## config.mk

```make
export PLATFORM = sky130hd
export DESIGN_NAME = button_direction_input
export DESIGN_NICKNAME = d
export VERILOG_FILES = /design/src/rtl/button_direction_input.sv
export SDC_FILE = /design/constraint.sdc
export NUM_CORES = 1
export LEC_CHECK = 0
export CAP_MARGIN = 20
export CORE_ASPECT_RATIO = 1.5
export CORE_MARGIN = 2
export CORE_UTILIZATION = 35
export CTS_CLUSTER_DIAMETER = 120
export DETAILED_ROUTE_END_ITERATION = 6
export DONT_BUFFER_PORTS = 1
export GPL_TIMING_DRIVEN = 0
export PLACE_DENSITY = 0.46
export SYNTH_ARGS = -nofsm -noshare
export SYNTH_HDL_FRONTEND = slang
export SYNTH_SLANG_ARGS = --single-unit
```

## constraint.sdc

```tcl
create_clock -name clk -period 2.6 [get_ports clk]
set_input_delay 0.52 -clock clk [delete_from_list [all_inputs] [get_ports clk]]
set_output_delay 0.52 -clock clk [all_outputs]
set_load 0.02 [all_outputs]
```

## src/rtl/button_direction_input.sv

```systemverilog
// button_direction_input
//
// Input conditioner for the four game keys. Each raw active-low KEY pin is
// brought into the clk domain through a two-flop synchroniser, debounced,
// and edge-detected. A pending movement direction is latched from the
// lowest-index key press and held until the game loop consumes it.
//
// Direction encoding (matches the player path):
//   0 = +x (key 0), 1 = +y (key 1), 2 = -x (key 2), 3 = -y (key 3)
//
// Optional feature: define DIR_AUTO_REPEAT_EN to build per-key auto-repeat.
// While a key stays held, it re-arms the direction every REPEAT_CYCLES
// cycles. Without the macro, only press edges set dir_valid.
//
// Parameters:
//   DEBOUNCE_CYCLES  number of stable cycles before a synced level change is
//                    accepted (>= 1)
//   REPEAT_CYCLES    auto-repeat period while a key is held (>= 1). Used only
//                    with DIR_AUTO_REPEAT_EN.
//
// Ports:
//   clk          system clock
//   rst          synchronous, active-low reset
//   btn_n[3:0]   raw keys, 0 = pressed, asynchronous to clk
//   consume      one-cycle pulse from the game loop: pending direction taken
//   held[3:0]    debounced level per key, 1 = pressed
//   press_pulse  one-cycle pulse per key on a debounced press
//   dir_valid    a direction is pending
//   dir[1:0]     pending direction, meaningful while dir_valid = 1

module button_direction_input #(
    parameter int DEBOUNCE_CYCLES = 1000000,
    parameter int REPEAT_CYCLES   = 12500000
) (
    input  logic       clk,
    input  logic       rst,
    input  logic [3:0] btn_n,
    input  logic       consume,
    output logic [3:0] held,
    output logic [3:0] press_pulse,
    output logic       dir_valid,
    output logic [1:0] dir
);

    // A one-cycle debounce window still needs a 1-bit counter.
    localparam int              DB_W    = (DEBOUNCE_CYCLES > 1) ? $clog2(DEBOUNCE_CYCLES) : 1;
    localparam logic [DB_W-1:0] DB_LAST = DB_W'(DEBOUNCE_CYCLES - 1);

    if (DEBOUNCE_CYCLES < 1 || REPEAT_CYCLES < 1) begin : g_param_check
        $error("button_direction_input: DEBOUNCE_CYCLES and REPEAT_CYCLES must be >= 1");
    end

    // ------------------------------------------------------------------
    // Two-flop synchroniser. Both stages reset to 1, which is "released"
    // on the active-low pins.
    // ------------------------------------------------------------------
    logic [3:0] sync1_reg;
    logic [3:0] sync2_reg;
    logic [3:0] sync;

    always_ff @(posedge clk) begin
        if (!rst) begin
            sync1_reg <= 4'b1111;
            sync2_reg <= 4'b1111;
        end else begin
            sync1_reg <= btn_n;
            sync2_reg <= sync1_reg;
        end
    end

    // Invert after the second stage so 1 = pressed from here on.
    assign sync = ~sync2_reg;

    // Sources that may set the pending direction: press edges, plus
    // auto-repeat ticks when that feature is built.
    logic [3:0] dir_src;

`ifdef DIR_AUTO_REPEAT_EN
    localparam int              RP_W    = (REPEAT_CYCLES > 1) ? $clog2(REPEAT_CYCLES) : 1;
    localparam logic [RP_W-1:0] RP_LAST = RP_W'(REPEAT_CYCLES - 1);
    logic [3:0] repeat_pulse;
`endif

    // ------------------------------------------------------------------
    // Per-key debounce and press detection.
    // ------------------------------------------------------------------
    generate
        for (genvar gi = 0; gi < 4; gi++) begin : g_key
            logic [DB_W-1:0] db_cnt_reg;
            logic            held_reg;
            logic            press_reg;

            always_ff @(posedge clk) begin
                if (!rst) begin
                    db_cnt_reg <= '0;
                    held_reg   <= 1'b0;
                    press_reg  <= 1'b0;
                end else begin
                    press_reg <= 1'b0;
                    if (sync[gi] == held_reg) begin
                        // Input agrees with the accepted level: any bounce
                        // in progress is discarded.
                        db_cnt_reg <= '0;
                    end else if (db_cnt_reg == DB_LAST) begin
                        held_reg   <= sync[gi];
                        db_cnt_reg <= '0;
                        // Pulse coincides with the first cycle held reads 1;
                        // releases do not pulse.
                        press_reg  <= sync[gi];
                    end else begin
                        db_cnt_reg <= db_cnt_reg + 1'b1;
                    end
                end
            end

            assign held[gi]        = held_reg;
            assign press_pulse[gi] = press_reg;

`ifdef DIR_AUTO_REPEAT_EN
            logic [RP_W-1:0] rp_cnt_reg;
            logic            rp_reg;

            always_ff @(posedge clk) begin
                if (!rst) begin
                    rp_cnt_reg <= '0;
                    rp_reg     <= 1'b0;
                end else begin
                    rp_reg <= 1'b0;
                    // The press itself already set the direction, so the
                    // repeat period starts counting from the press pulse.
                    if (!held_reg || press_reg) begin
                        rp_cnt_reg <= '0;
                    end else if (rp_cnt_reg == RP_LAST) begin
                        rp_cnt_reg <= '0;
                        rp_reg     <= 1'b1;
                    end else begin
                        rp_cnt_reg <= rp_cnt_reg + 1'b1;
                    end
                end
            end

            assign repeat_pulse[gi] = rp_reg;
            assign dir_src[gi]      = press_reg | rp_reg;
`else
            assign dir_src[gi]      = press_reg;
`endif
        end
    endgenerate

    // ------------------------------------------------------------------
    // Lowest set bit of dir_src wins when several keys fire together.
    // ------------------------------------------------------------------
    logic [1:0] dir_sel;

    always_comb begin
        dir_sel = 2'd0;
        for (int i = 3; i >= 0; i--) begin
            if (dir_src[i]) begin
                dir_sel = 2'(i);
            end
        end
    end

    // ------------------------------------------------------------------
    // Pending direction latch. A new press always wins over a consume in
    // the same cycle, and overwrites an unconsumed direction.
    // ------------------------------------------------------------------
    always_ff @(posedge clk) begin
        if (!rst) begin
            dir_valid <= 1'b0;
            dir       <= 2'd2;   // game loop starts moving -x
        end else if (|dir_src) begin
            dir       <= dir_sel;
            dir_valid <= 1'b1;
        end else if (consume && dir_valid) begin
            dir_valid <= 1'b0;
        end
    end

endmodule

```

==> metrics.sh <==
CRIT_FAMILY='simple AND/OR/NAND/NOR gates'
YOSYSUNIQUECELLTYPES=47
SYNTH_COMPOUND_GATE_AREA_SHARE=0.0759
IO_PINS=18
CTS_NUM_SINKS=99
POSTSYNTHCELLCOUNT=484
FLIP_FLOP_COUNT_OF_THE_LARGEST_REGISTER_ALL_COPIES_AND_WORDS_ADDED=80
AREAGROWTHSYNTHTOFINISH_PCT=10.9
P_LEAK_nW=1.46
POSTCTSHOLDBUFS=0
CRIT_PATH_MAX_FANOUT=10
ROUTE.MET2.WL_UM=4410
SYNTH.MUX.AREA_FRACTION=0
RUN_STATUS='finished, final reports clean'
POWER_PER_CELL_AREA_mW_PER_MM2=586
CRITICAL_PATH_CLASS='register to register'
SYNTH_TOP_FAMILY_BY_AREA='simple AND/OR/NAND/NOR gates'
POSTSYNTHNETCOUNT=495
SYNTHDOMINANTAREACELLTYPE='sky130_fd_sc_hd__dfxtp_1'
TIMING.CRITICAL_PATH.CELLS='ha_1, nand3_1, or4_4, o211ai_4, buf_4, nor2_1'
PIN_COUNT_OF_THE_BIGGEST_NET_ENTERING_GLOBAL_ROUTING=15
PORT_BUFFERS=0
GRT_PASS1_VIAS=3356
SYNTH-ASYNC-RESET-RATIO=0
WORST-ENDPOINT-ARRIVAL_NS=2.40
SETUP-TNS-FINAL_NS=0
WL_MET3_UM=212
DR.MAX_LAYER_USED='met4'
DR.PASS1.ITERS=4
PLACEABLECOREAREA_MM2=0.0121
POWER_mW=2.83
GRT_OVERFLOW_TOTAL=0
SYNTH_TOP_AREA_SHARE=0.455
GRT_PASS1_WL_UM=15900
POST_ROUTE_CELLS_DRIVE_ABOVE_1_SHARE=0.0842
DIE_Y_UM=141
TOTAL_OF_ENDPOINTS_WITH_NEGATIVE_SETUP_SLACK_IN_THE_FINAL_REPORT=0
FINAL_COMMON_CELL='sky130_fd_sc_hd__dfxtp_1'
SYNTH_EDF_COUNT=0
WORST-ENDPOINT-REQUIRED_NS=2.83
INITIAL_CORE_UTIL=0.360
YS_DOMINANT_REG_CELL='sky130_fd_sc_hd__dfxtp_1'
TIMING_WORST_SLEW_PIN_VALUE_NS=0.626
GRT_SETUP_UNREPAIRED='false'
DRC_VIOLS=0
SEQ_AREA_FRAC_SYNTH=0.455
ROUTED_WIRE_LENGTH_PER_INSTANCE_UM=13.6
SYNTH_FA_HA_AREA_FRAC=0.0115
TIMING.CRITICAL_PATH.SLOWEST_CELL_DELAY_NS=0.61
KIND_OF_END_POINT_OF_THE_CRITICAL_PATH='register'
POSTSYNTHAREAPERCELL_UM2=8.99
LEADING_CELL_TYPES_IN_THE_LAYOUT_FILL_AND_TAPS_EXCLUDED='sky130_fd_sc_hd__dfxtp_1, sky130_fd_sc_hd__nor2_1, sky130_fd_sc_hd__xnor2_1'
GLOBALROUTETOTALUTIL=0.148
POST_SYNTH_AND_OR_NAND_NOR_AREA_FRACTION=0.295
FINALHOLDVIOLCOUNT=0
NUMBER_OF_FLIP_FLOPS_AND_LATCHES_IN_THE_SYNTHESIZED_NETLIST=99
TIMING.SLEW.HEADROOM=0.579
SYNTHXORXNORAREAFRAC=0.117
SYN_AREA_MM2=0.00435
MAXSLEWVIOLCOUNT=0
DIE-WIDTH_UM=95.0
DIE_AREA_MM2=0.0134
CTS_RESIZED=0
PATH_BUF_INV=1
POST_DRT_VIA_CELL_RATIO=5.15
FIRST_ITER_VIOLATIONS=74
HOLD_PATH.CLASS='input port to register'
CAP_VIOL_MAX_COUNT=0
DETAILED_PLACE_HPWL_UM=6440
FINAL_PERIOD_MINUS_WORST_SETUP_SLACK_NS=2.17
GPL.FINAL_WEIGHTED_CONGESTION=0.751
CLK_PIN_SLEW_WORST_PATHS_NS=0.06
CTS-BUFFERS-INSERTED=9
FIN_NETS=506
TRITONCTS='done'
WORST_SETUP_PATH_START_KIND='register'
CTS-ROOT-BUF='sky130_fd_sc_hd__clkbuf_16'
FINCLKSKEW_NS=0.00433
NETLIST_TOP_CELLS_AREA='sky130_fd_sc_hd__dfxtp_1, sky130_fd_sc_hd__xnor2_1, sky130_fd_sc_hd__nor2_1'
INSERTEDDIODECOUNT=0
CORE.ROWCOUNT=49
ACHIEVABLE-FREQUENCY_MHz=461
ANT_NETS=0
SYNTH_WARNINGS=0
MET1_LENGTH_UM=4060
MAX-VDD-IR-DROP_mV=0.298
ANTENNA_FOUND_INITIAL=0
CLK-INSERTION-DELAY-LATE_NS=0.34
POST_CTS.REPAIR.SETUP_BUFFERS=0
CP_MAX_DELAY_CELL='sky130_fd_sc_hd__or4_4'
MAXIMUM_BUFFER_DEPTH_OF_THE_CLOCK_TREE=2
HTREE_LEVELS=3
ROUTE.FINAL.WIRE_LENGTH_UM=8850
POST-ROUTE-PERIOD-UTIL=0.835
ROUTE.VIAS.TOTAL=3361
-- cell usage after synthesis, types with 4 or more instances --
cell type / n
sky130_fd_sc_hd__dfxtp_1: 99
sky130_fd_sc_hd__nor2_1: 75
sky130_fd_sc_hd__xnor2_1: 40
sky130_fd_sc_hd__nand3_1: 27
sky130_fd_sc_hd__nand4_1: 24
sky130_fd_sc_hd__nand2_1: 19
sky130_fd_sc_hd__a21oi_1: 18
sky130_fd_sc_hd__xor2_1: 18
sky130_fd_sc_hd__inv_1: 17
sky130_fd_sc_hd__nor3_1: 13
sky130_fd_sc_hd__nor4_1: 12
sky130_fd_sc_hd__and3_1: 11
sky130_fd_sc_hd__or3_1: 11
sky130_fd_sc_hd__nand2b_1: 10
sky130_fd_sc_hd__buf_4: 9
sky130_fd_sc_hd__o21ai_0: 8
sky130_fd_sc_hd__or4_1: 8
sky130_fd_sc_hd__o31ai_1: 7
sky130_fd_sc_hd__and4_1: 6
sky130_fd_sc_hd__clkbuf_1: 6
sky130_fd_sc_hd__nor4b_1: 5
sky130_fd_sc_hd__ha_1: 4
-- metal layers --
layer,vias to the layer above,GRT usage
met1,1582,0.187
met5,-,0
met4,0,0.0595
li1,1733,-
met3,13,0.0290
met2,33,0.246
-- where the power goes --
part           internal, mW  switching (mW)  total, mW
combinational        0.0118          0.0222     0.0339
sequential             1.52         0.00503       1.53
clock                 0.723           0.539       1.26
-- final cells by class --
| class | count | area, µm² |
|---|---|---|
| flip-flops and latches | 99 | 1980 |
| clock buffers | 14 | 274 |
| well taps | 153 | 191 |
| multi-input cells | 347 | 2170 |
| clock inverters | 1 | 7.51 |
| fillers | 1218 | 7250 |
| plain buffers | 21 | 133 |
| inverters | 17 | 63.8 |
-- worst paths after layout --
| check | startpoint | end | slack (ns) | cells past startpoint |
|---|---|---|---|---|
| worst min-delay path | btn_n[0] | sync1_reg[0]$_SDFF_PN1_ | 0.28 | 1 |
| worst min register to register | sync1_reg[0]$_SDFF_PN1_ | sync2_reg[0]$_SDFF_PN1_ | 0.41 | 1 |
| worst max register to register | g_key[2].db_cnt_reg[0]$_SDFF_PP0_ | g_key[2].db_cnt_reg[10]$_SDFF_PP0_ | 0.43 | 6 |
| worst max-delay path | g_key[2].db_cnt_reg[0]$_SDFF_PP0_ | g_key[2].db_cnt_reg[10]$_SDFF_PP0_ | 0.43 | 6 |
-- stage by stage --
stage                     hold WS (ns)  std cells  worst slack [ns]  area (µm²)  utilization
after floorplan                  0.386        484             0.710        4350            -
after global placement           0.394        637             0.418        4540        0.376
after detailed placement         0.406        637             0.388        4540        0.376
after CTS                        0.268        652             0.375        4820        0.399
after global routing             0.277        652             0.194        4820        0.399
final                            0.281        652             0.430        4820        0.399
-- logic make-up (layout without fill, tap and decap cells) --
kind of cell / Yosys count / after routing
AOI/OAI and AO/OA: 47 / 47
xor gates and xnor gates: 58 / 58
adders and majority gates: 4 / 4
buffers and inverters: 38 / 53
DFF: 99 / 99
and+or+nand+nor: 238 / 238
No activity file was read; power rests on OpenSTA's default activity.
